<file path="src/rtl/bcd_mod_counter_if.sv">
`default_nettype none
// ============================================================================
// Module   : bcd_mod_counter_if
// Brief    : Control/data bundle of one BCD modulo counter stage.
// Revision : 1.0 - initial release
// ============================================================================
interface bcd_mod_counter_if #(
   parameter int DIGITS = 2
);
   logic                  en;
   logic                  up;
   logic                  load;
   logic [4*DIGITS-1:0]   din;
   logic [4*DIGITS-1:0]   qout;
   logic                  cout;
   logic                  err;

   modport master (
      output en, up, load, din,
      input  qout, cout, err
   );

   modport slave (
      input  en, up, load, din,
      output qout, cout, err
   );
endinterface : bcd_mod_counter_if
`default_nettype wire

</file>
<file path="src/rtl/bcd_mod_counter.sv">
`default_nettype none
// ============================================================================
// Module   : bcd_mod_counter
// Brief    : Up/down BCD modulo counter with checked parallel load and cascade.
// Revision : 1.0 - initial release
// ============================================================================
module bcd_mod_counter #(
   parameter int DIGITS  = 2,
   parameter int MODULUS = 60
) (
   input  wire logic        clk,
   input  wire logic        reset,
   bcd_mod_counter_if.slave bus
);

   localparam int c_WIDTH = 4 * DIGITS;

   function automatic logic [c_WIDTH-1:0] f_to_bcd(input int value);
      logic [c_WIDTH-1:0] r;
      int                 v;
      r = '0;
      v = value;
      for (int k = 0; k < DIGITS; k++) begin
         r[4*k +: 4] = 4'(v % 10);
         v           = v / 10;
      end
      return r;
   endfunction

   localparam logic [c_WIDTH-1:0] c_MAX_BCD = f_to_bcd(MODULUS - 1);

   if (DIGITS < 1 || DIGITS > 4) begin : g_bad_digits
      $fatal(1, "bcd_mod_counter: DIGITS=%0d outside 1..4", DIGITS);
   end
   if (MODULUS < 2 || MODULUS > 10**DIGITS) begin : g_bad_modulus
      $fatal(1, "bcd_mod_counter: MODULUS=%0d outside 2..10^DIGITS", MODULUS);
   end

   logic [c_WIDTH-1:0] r_qout;
   logic               r_err;

   logic [DIGITS-1:0]  w_carry;
   logic [DIGITS-1:0]  w_borrow;
   logic [DIGITS-1:0]  w_digit_ok;
   logic [c_WIDTH-1:0] w_inc;
   logic [c_WIDTH-1:0] w_dec;
   logic [c_WIDTH-1:0] w_step;
   logic               w_at_max;
   logic               w_at_zero;
   logic               w_din_ok;

   assign w_carry[0]  = 1'b1;
   assign w_borrow[0] = 1'b1;

   // Ripple carry/borrow strictly digit by digit; no binary intermediate.
   for (genvar k = 0; k < DIGITS; k++) begin : g_digit
      logic [3:0] w_d;
      assign w_d = r_qout[4*k +: 4];

      assign w_inc[4*k +: 4] = !w_carry[k]  ? w_d :
                               (w_d == 4'd9) ? 4'd0 : w_d + 4'd1;
      assign w_dec[4*k +: 4] = !w_borrow[k] ? w_d :
                               (w_d == 4'd0) ? 4'd9 : w_d - 4'd1;

      assign w_digit_ok[k] = (bus.din[4*k +: 4] <= 4'd9);

      if (k < DIGITS - 1) begin : g_chain
         assign w_carry[k+1]  = w_carry[k]  & (w_d == 4'd9);
         assign w_borrow[k+1] = w_borrow[k] & (w_d == 4'd0);
      end
   end

   assign w_at_max  = (r_qout == c_MAX_BCD);
   assign w_at_zero = (r_qout == '0);

   // With every digit legal, packed BCD orders the same as its decimal value.
   assign w_din_ok  = (&w_digit_ok) && (bus.din <= c_MAX_BCD);

   assign w_step = bus.up ? (w_at_max  ? '0        : w_inc)
                          : (w_at_zero ? c_MAX_BCD : w_dec);

   always_ff @(posedge clk) begin
      if (reset) begin
         r_qout <= '0;
         r_err  <= 1'b0;
      end else if (bus.load) begin
         if (w_din_ok) begin
            r_qout <= bus.din;
            r_err  <= 1'b0;
         end else begin
            r_err  <= 1'b1;
         end
      end else begin
         r_err <= 1'b0;
         if (bus.en) begin
            r_qout <= w_step;
         end
      end
   end

   assign bus.qout = r_qout;
   assign bus.err  = r_err;
   assign bus.cout = bus.en & ~bus.load & ~reset & (bus.up ? w_at_max : w_at_zero);

endmodule : bcd_mod_counter
`default_nettype wire

</file>
<file path="src/flat_wrapper.sv">
// flat-port wrapper written by rule: the top's interface ports become plain ports
module bcd_mod_counter_flat 
#(
   parameter int DIGITS  = 2,
   parameter int MODULUS = 60
)
  (clk, reset, bus_en, bus_up, bus_load, bus_din, bus_qout, bus_cout, bus_err);
  bcd_mod_counter_if #(.DIGITS(DIGITS)) bus_i ();
  input  wire logic clk;
  input  wire logic reset;
  input wire logic [$bits(bus_i.en)-1:0] bus_en;
  input wire logic [$bits(bus_i.up)-1:0] bus_up;
  input wire logic [$bits(bus_i.load)-1:0] bus_load;
  input wire logic [$bits(bus_i.din)-1:0] bus_din;
  output wire logic [$bits(bus_i.qout)-1:0] bus_qout;
  output wire logic [$bits(bus_i.cout)-1:0] bus_cout;
  output wire logic [$bits(bus_i.err)-1:0] bus_err;
  assign bus_i.en = bus_en;
  assign bus_i.up = bus_up;
  assign bus_i.load = bus_load;
  assign bus_i.din = bus_din;
  assign bus_qout = bus_i.qout;
  assign bus_cout = bus_i.cout;
  assign bus_err = bus_i.err;
  bcd_mod_counter #(.DIGITS(DIGITS), .MODULUS(MODULUS)) u_core (.clk(clk), .reset(reset), .bus(bus_i));
endmodule
</file>
<file path="config.mk">
export PLATFORM = sky130hd
export DESIGN_NAME = bcd_mod_counter_flat
export DESIGN_NICKNAME = d
export VERILOG_FILES = /design/src/rtl/bcd_mod_counter_if.sv /design/src/rtl/bcd_mod_counter.sv /design/src/flat_wrapper.sv
export SDC_FILE = /design/constraint.sdc
export NUM_CORES = 1
export LEC_CHECK = 0
export BUFFER_PORTS_ARGS = -buffer_cell sky130_fd_sc_hd__buf_4
export CORE_MARGIN = 3
export CORE_UTILIZATION = 51
export DETAILED_ROUTE_END_ITERATION = 10
export PLACE_DENSITY_LB_ADDON = 0.25
export SETUP_SLACK_MARGIN = 0.02
export SYNTH_ARGS = -nofsm -noshare
export SYNTH_HDL_FRONTEND = slang
export SYNTH_SLANG_ARGS = --single-unit
</file>
<file path="constraint.sdc">
create_clock -name clk -period 2.4 [get_ports clk]
set_clock_uncertainty 0.2 [all_clocks]
set_input_delay 0.24 -clock clk [delete_from_list [all_inputs] [get_ports clk]]
set_output_delay 0.24 -clock clk [all_outputs]
set_load 0.01 [all_outputs]
</file>
-- Word-level counts from Yosys, hierarchy flattened
Index checks and enable logic that the tools add are counted.
- flip-flop bits (word level): 9
- bits of input ports: 13
- output and inout bits: 10
- word-level logic and storage cells: 44
- $add $sub $neg: 4
- $lt $le $gt $ge: 3
- equal/unequal tests: 5
- multiplexer cells: 14
- bitwise logic cells: 5
- reduce and logical (&&, ||, !) cells: 10
- operators with widths (kind ; count):
    8-bit 2-to-1 mux ; 6
    4-bit 2-to-1 mux ; 6
    4-bit by 1-bit adder with 4-bit output, second input constant ; 2
    4-bit == test, second input constant ; 2
    8-bit by 7-bit == test with 1-bit output, second input constant ; 1
    4-bit less-or-equal comparator, second input constant ; 2
    8-bit by 7-bit less-or-equal comparator with 1-bit output, second input constant ; 1
    4-bit logical NOT ; 2
    8-bit logical NOT ; 1
    4-bit by 1-bit subtractor with 4-bit output, second input constant ; 2
    4-bit by 1-bit inequality test with 1-bit output, second input constant ; 1
    2-bit AND reduction ; 2
    4-bit AND reduction ; 1
    4-bit nonzero test ; 1
    1-bit AND ; 3
    1-bit 2-to-1 mux ; 2
    2-bit by 1-bit inequality test with 1-bit output, second input constant ; 1
    1-bit inverter ; 2
    2-bit nonzero test ; 1
    2-bit OR reduction ; 1
    1-bit logical AND ; 1

-- Logic depth before layout (Yosys ltp)
- word-level depth: 7
- gate-level depth with buffers: 7

-- Worst setup path before layout
No wires, ideal clock.
- path type: reg-to-reg
- from: register u_core.r_qout[0] (netlist: u_core.bus.qout[0])
- to: register u_core.r_qout[4] (netlist: u_core.bus.qout[4])
- data arrival time: 1.716 ns
- setup slack: 0.351 ns
- cell stages (with the launch flop): 8
- buffers on the path: 0
- period minus slack after synthesis: 2.049 ns
- cells stage by stage: dfxtp_1 > inv_1 > ha_1 > or3b_1 > a211oi_2 > or2b_2 > mux2i_1 > a21oi_1
- word-level cells in the longest chain between the ends: 5
- elaborated cells between the ends (all ways): 12
- classes of those cells: eq/ne (3); mux (5); reduce/logical (4)
- ends and longest elaborated chain (element ; RTL line ; RTL):
    start: declaration ; bcd_mod_counter.sv:39 ; logic [c_WIDTH-1:0] r_qout;
    start signal: assignment ; bcd_mod_counter.sv:88 ; r_qout <= bus.din;
    start signal: assignment ; bcd_mod_counter.sv:96 ; r_qout <= w_step;
    8-bit by 7-bit == test with 1-bit output or 8-bit logical NOT (tied branches) ; bcd_mod_counter.sv:73, bcd_mod_counter.sv:74 ;
    8-bit 2-to-1 mux (on tied branches) ; bcd_mod_counter.sv:79, bcd_mod_counter.sv:80 ;
    8-bit 2-to-1 mux ; bcd_mod_counter.sv:79 ; assign w_step = bus.up ? (w_at_max ? '0 : w_inc)
    8-bit 2-to-1 mux ; bcd_mod_counter.sv:95 ; if (bus.en) begin
    8-bit 2-to-1 mux ; bcd_mod_counter.sv:86 ; end else if (bus.load) begin
Parallel ways exist; a longest one is shown, timed or not. The select of a mux whose other input is x is not followed.
A chain may end at the register's enable or synchronous reset.

-- Worst setup path after layout
- from: register u_core.r_qout[1] (netlist: u_core.bus.qout[1])
- to: output bus_cout
- word-level cells in the longest chain between the ends: 3
- elaborated cells between the ends (all ways): 4
- classes of those cells: eq/ne (1); mux (1); bitwise (1); reduce/logical (1)
- ends and longest elaborated chain (element ; RTL line ; RTL):
    8-bit by 7-bit == test with 1-bit output or 8-bit logical NOT (tied branches) ; bcd_mod_counter.sv:73, bcd_mod_counter.sv:74 ;
    1-bit 2-to-1 mux * ; bcd_mod_counter.sv:103 ; assign bus.cout = bus.en & ~bus.load & ~reset & (bus.up ? w_at_max : w_at_zero);
    1-bit AND * ; bcd_mod_counter.sv:103 ;
    end: declaration ; flat_wrapper.sv:16 ; output wire logic [$bits(bus_i.cout)-1:0] bus_cout;
Mark *: on every way between the ends. The rest lies on a longest branch, timed or not.

==> results.sh <==
export IMPL_r2r_slack_ns=0.22
export IMPL_coreArea_mm2=0.001559
export IMPL_fin_crit_ns=2.214
export IMPL_yosys_warnings=0
export IMPL_maxCapViolCount=0
export IMPL_finalCritPeriodShare=0.9224
export IMPL_hold_buffers=0
export IMPL_postCtsSetupRepairBufs=0
export IMPL_pre_cts_slack_ns=0.2320
export IMPL_synthAdderAreaFrac=0.05698
export IMPL_start_util=0.5634
export IMPL_post_route_util=0.6669
export IMPL_synthXorXnorAreaFrac=0.02991
export IMPL_yosysSeqAreaShare=0.2051
export IMPL_dp_final_hpwl_um=1582
export IMPL_drtPass1Iterations=4
export IMPL_grt_pass1_vias=767
export IMPL_ff_latch_area_um2=181.4
export IMPL_slew_limit_headroom=0.7038
export IMPL_ir_worst_vdd_mv=0.3166
export IMPL_mostFrequentLayoutCells="buf_4, a21oi_1, nor2_1"
export IMPL_multi_input_area_um2=616.8
export IMPL_cts_buffers_inserted=3
export IMPL_die_w_um=47.50
export IMPL_synth_top_family_by_area="compound AO/OA/AOI/OAI gates"
export IMPL_num_vias=910
export IMPL_wl_per_cell_um=14.26
export IMPL_netlist_area_um2=878.3
export IMPL_syn_to_final_growth_pct=18.38
export IMPL_synthMuxAreaShare=0.01140
export IMPL_rsz0062_at_grt="no"
export IMPL_die_h_um=47.50
export IMPL_synth_enable_flop_cells=0
export IMPL_cp_end_kind="primary output"
export IMPL_crit_path_top_delay_cell="dfxtp_1"
export IMPL_htreeDepth=1
export IMPL_ant_nets=0
export IMPL_antenna_found_initial=0
export IMPL_synth_compound_area_frac=0.3262
export IMPL_cts_tree="yes"
export IMPL_rows=14
export IMPL_fin_ws_ns=0.1862
export IMPL_cts_resized=0
export IMPL_drive_above_1_share=0.2612
export IMPL_portBuffers=22
export IMPL_cp_cell_sequence="inv_1 > ha_2 > and3b_2 > nand4_1 > a211oi_1 > buf_4"
export IMPL_cts_sinks=9
export IMPL_ios=23
export IMPL_syn_inst=119
export IMPL_n_fill_cell=132
export IMPL_clk_path_buf_depth=2
export IMPL_power_leakage_nw=0.4126
export IMPL_grt_pass1_wl_um=3367
export IMPL_critPathArrivalTime_ns=1.77
export IMPL_dieArea_mm2=0.002256
export IMPL_max_stage_delay_ns=0.36
export IMPL_postSynthAreaPerCell_um2=7.381
export IMPL_hold_viol=0
export IMPL_num_antenna_cells=0
export IMPL_worstSetupStartpointType="flip-flop"
export IMPL_synthDistinctLibCells=47
export IMPL_layout_commonest_cell="buf_4"
export IMPL_clk_pin_slew_worst_paths_ns=0.06
export IMPL_yosys_register_bits=9
export IMPL_grt_max_degree=23
export IMPL_yosys_area_share_simple=0.2678
export IMPL_max_freq_ghz=0.4517
export IMPL_fin_tns_setup_ns=0
export IMPL_required_ns=1.96
export IMPL_hold_path_class="in -> reg"
export IMPL_worstSetupPathType="reg -> out"
export IMPL_synth_flop_cell="dfxtp_1"
export IMPL_vias_per_cell=6.067
export IMPL_setup_viol=0
export IMPL_async_flop_share=0
export IMPL_power_density_mw_per_mm2=457.8
export IMPL_status="finished clean"
export IMPL_tightestPinTransition_ns=0.4437
export IMPL_finalWirelength_um=2139
export IMPL_gp_congestion=0.8000
export IMPL_post_route_drc_count=0
export IMPL_grt_overflow=0
export IMPL_drv_slew=0
export IMPL_insertion_delay_ns=0.26
export IMPL_drt_iter0_drc=20
export IMPL_nets=152
export IMPL_synth_nets=136
export IMPL_root_buffer="clkbuf_4"
export IMPL_critical_path_max_fanout=6
export IMPL_grt_usage=0.2077
layer usage:
| layer | track usage | share of wire | vias up |
|---|---|---|---|
| li1 | - | - | 466 |
| met1 | 0.2905 | 0.46 | 414 |
| met2 | 0.3209 | 0.47 | 25 |
| met3 | 0.03759 | 0.056 | 5 |
| met4 | 0.06630 | 0.015 | 0 |
| met5 | 0 | 0 | - |
sequential cells by signal (all words and copies together) (netlist names):
register / flops
u_core.bus.qout: 8
u_core.bus.err: 1
synth_stat cells, types with 2 or more instances:
| cell | count | area, um^2 |
|---|---|---|
| a21oi_1 | 10 | 50.05 |
| dfxtp_1 | 9 | 180.2 |
| nor2_1 | 9 | 33.78 |
| inv_1 | 8 | 30.03 |
| nand2_1 | 8 | 30.03 |
| o21ai_0 | 6 | 30.03 |
| a211oi_1 | 5 | 37.54 |
| clkbuf_1 | 5 | 18.77 |
| nand3_1 | 5 | 25.02 |
| ha_1 | 4 | 50.05 |
| nand2b_1 | 4 | 25.02 |
| buf_2 | 3 | 15.01 |
| xnor2_1 | 3 | 26.28 |
| a211o_1 | 2 | 17.52 |
| a221oi_1 | 2 | 17.52 |
| nand3b_1 | 2 | 15.01 |
| nor3_1 | 2 | 10.01 |
| nor3b_1 | 2 | 15.01 |
| o32ai_1 | 2 | 17.52 |
through the flow:
stage,instance area [um^2],total power [mW],instances,hold WS (ns)
2_1_floorplan,878.3,0.3057,119,0.1981
3_3_place_gp,1003,0.3508,146,0.3045
3_5_place_dp,1003,0.3563,146,0.3073
4_1_cts,1030,0.4722,150,0.03874
5_1_grt,1040,0.5057,150,0.05751
6_report,1040,0.4760,150,0.03816
power by group:
part           switching (mW)  internal, mW  leakage (nW)  total (mW)
clock                  0.0543        0.0642        0.0150       0.119
combinational          0.0846        0.0833         0.323       0.168
sequential             0.0283         0.161        0.0742       0.190
worst max-delay path, delay by kind of cell, from the launching register on:
family | cells | cell delay, ns
AND/OR/NAND/NOR | 2 | 0.38
flip-flops | 1 | 0.36
buffers and inverters | 2 | 0.29
adder cells (fa/ha/maj) | 1 | 0.23
AO/OA/AOI/OAI | 1 | 0.26
worst paths after layout:
kind | to | cells after the start | from
max reg2reg | u_core.bus.qout[4] | 7 | u_core.bus.qout[1]
max | bus_cout | 6 | u_core.bus.qout[1]
min | u_core.bus.qout[5] | 2 | reset
min reg2reg | u_core.bus.qout[1] | 2 | u_core.bus.qout[1]
cells by family (layout without fill, tap and decap cells):
group	after synthesis	count (layout)
AND/OR/NAND/NOR	43	43
AO/OA/AOI/OAI	40	40
buffers and inverters	19	34
flip-flops	9	9
adder cells (fa/ha/maj)	4	4
XOR/XNOR	3	3
multiplexers	1	1
cell type report:
cell class | instances | share of cell area
clock buffer | 4 | 0.02527
inverter | 8 | 0.02888
multi-input combinational | 91 | 0.5933
sequential | 9 | 0.1745
tap | 16 | 0.01925
timing repair buffer | 22 | 0.1588
Power figures use the tool's default switching activity.
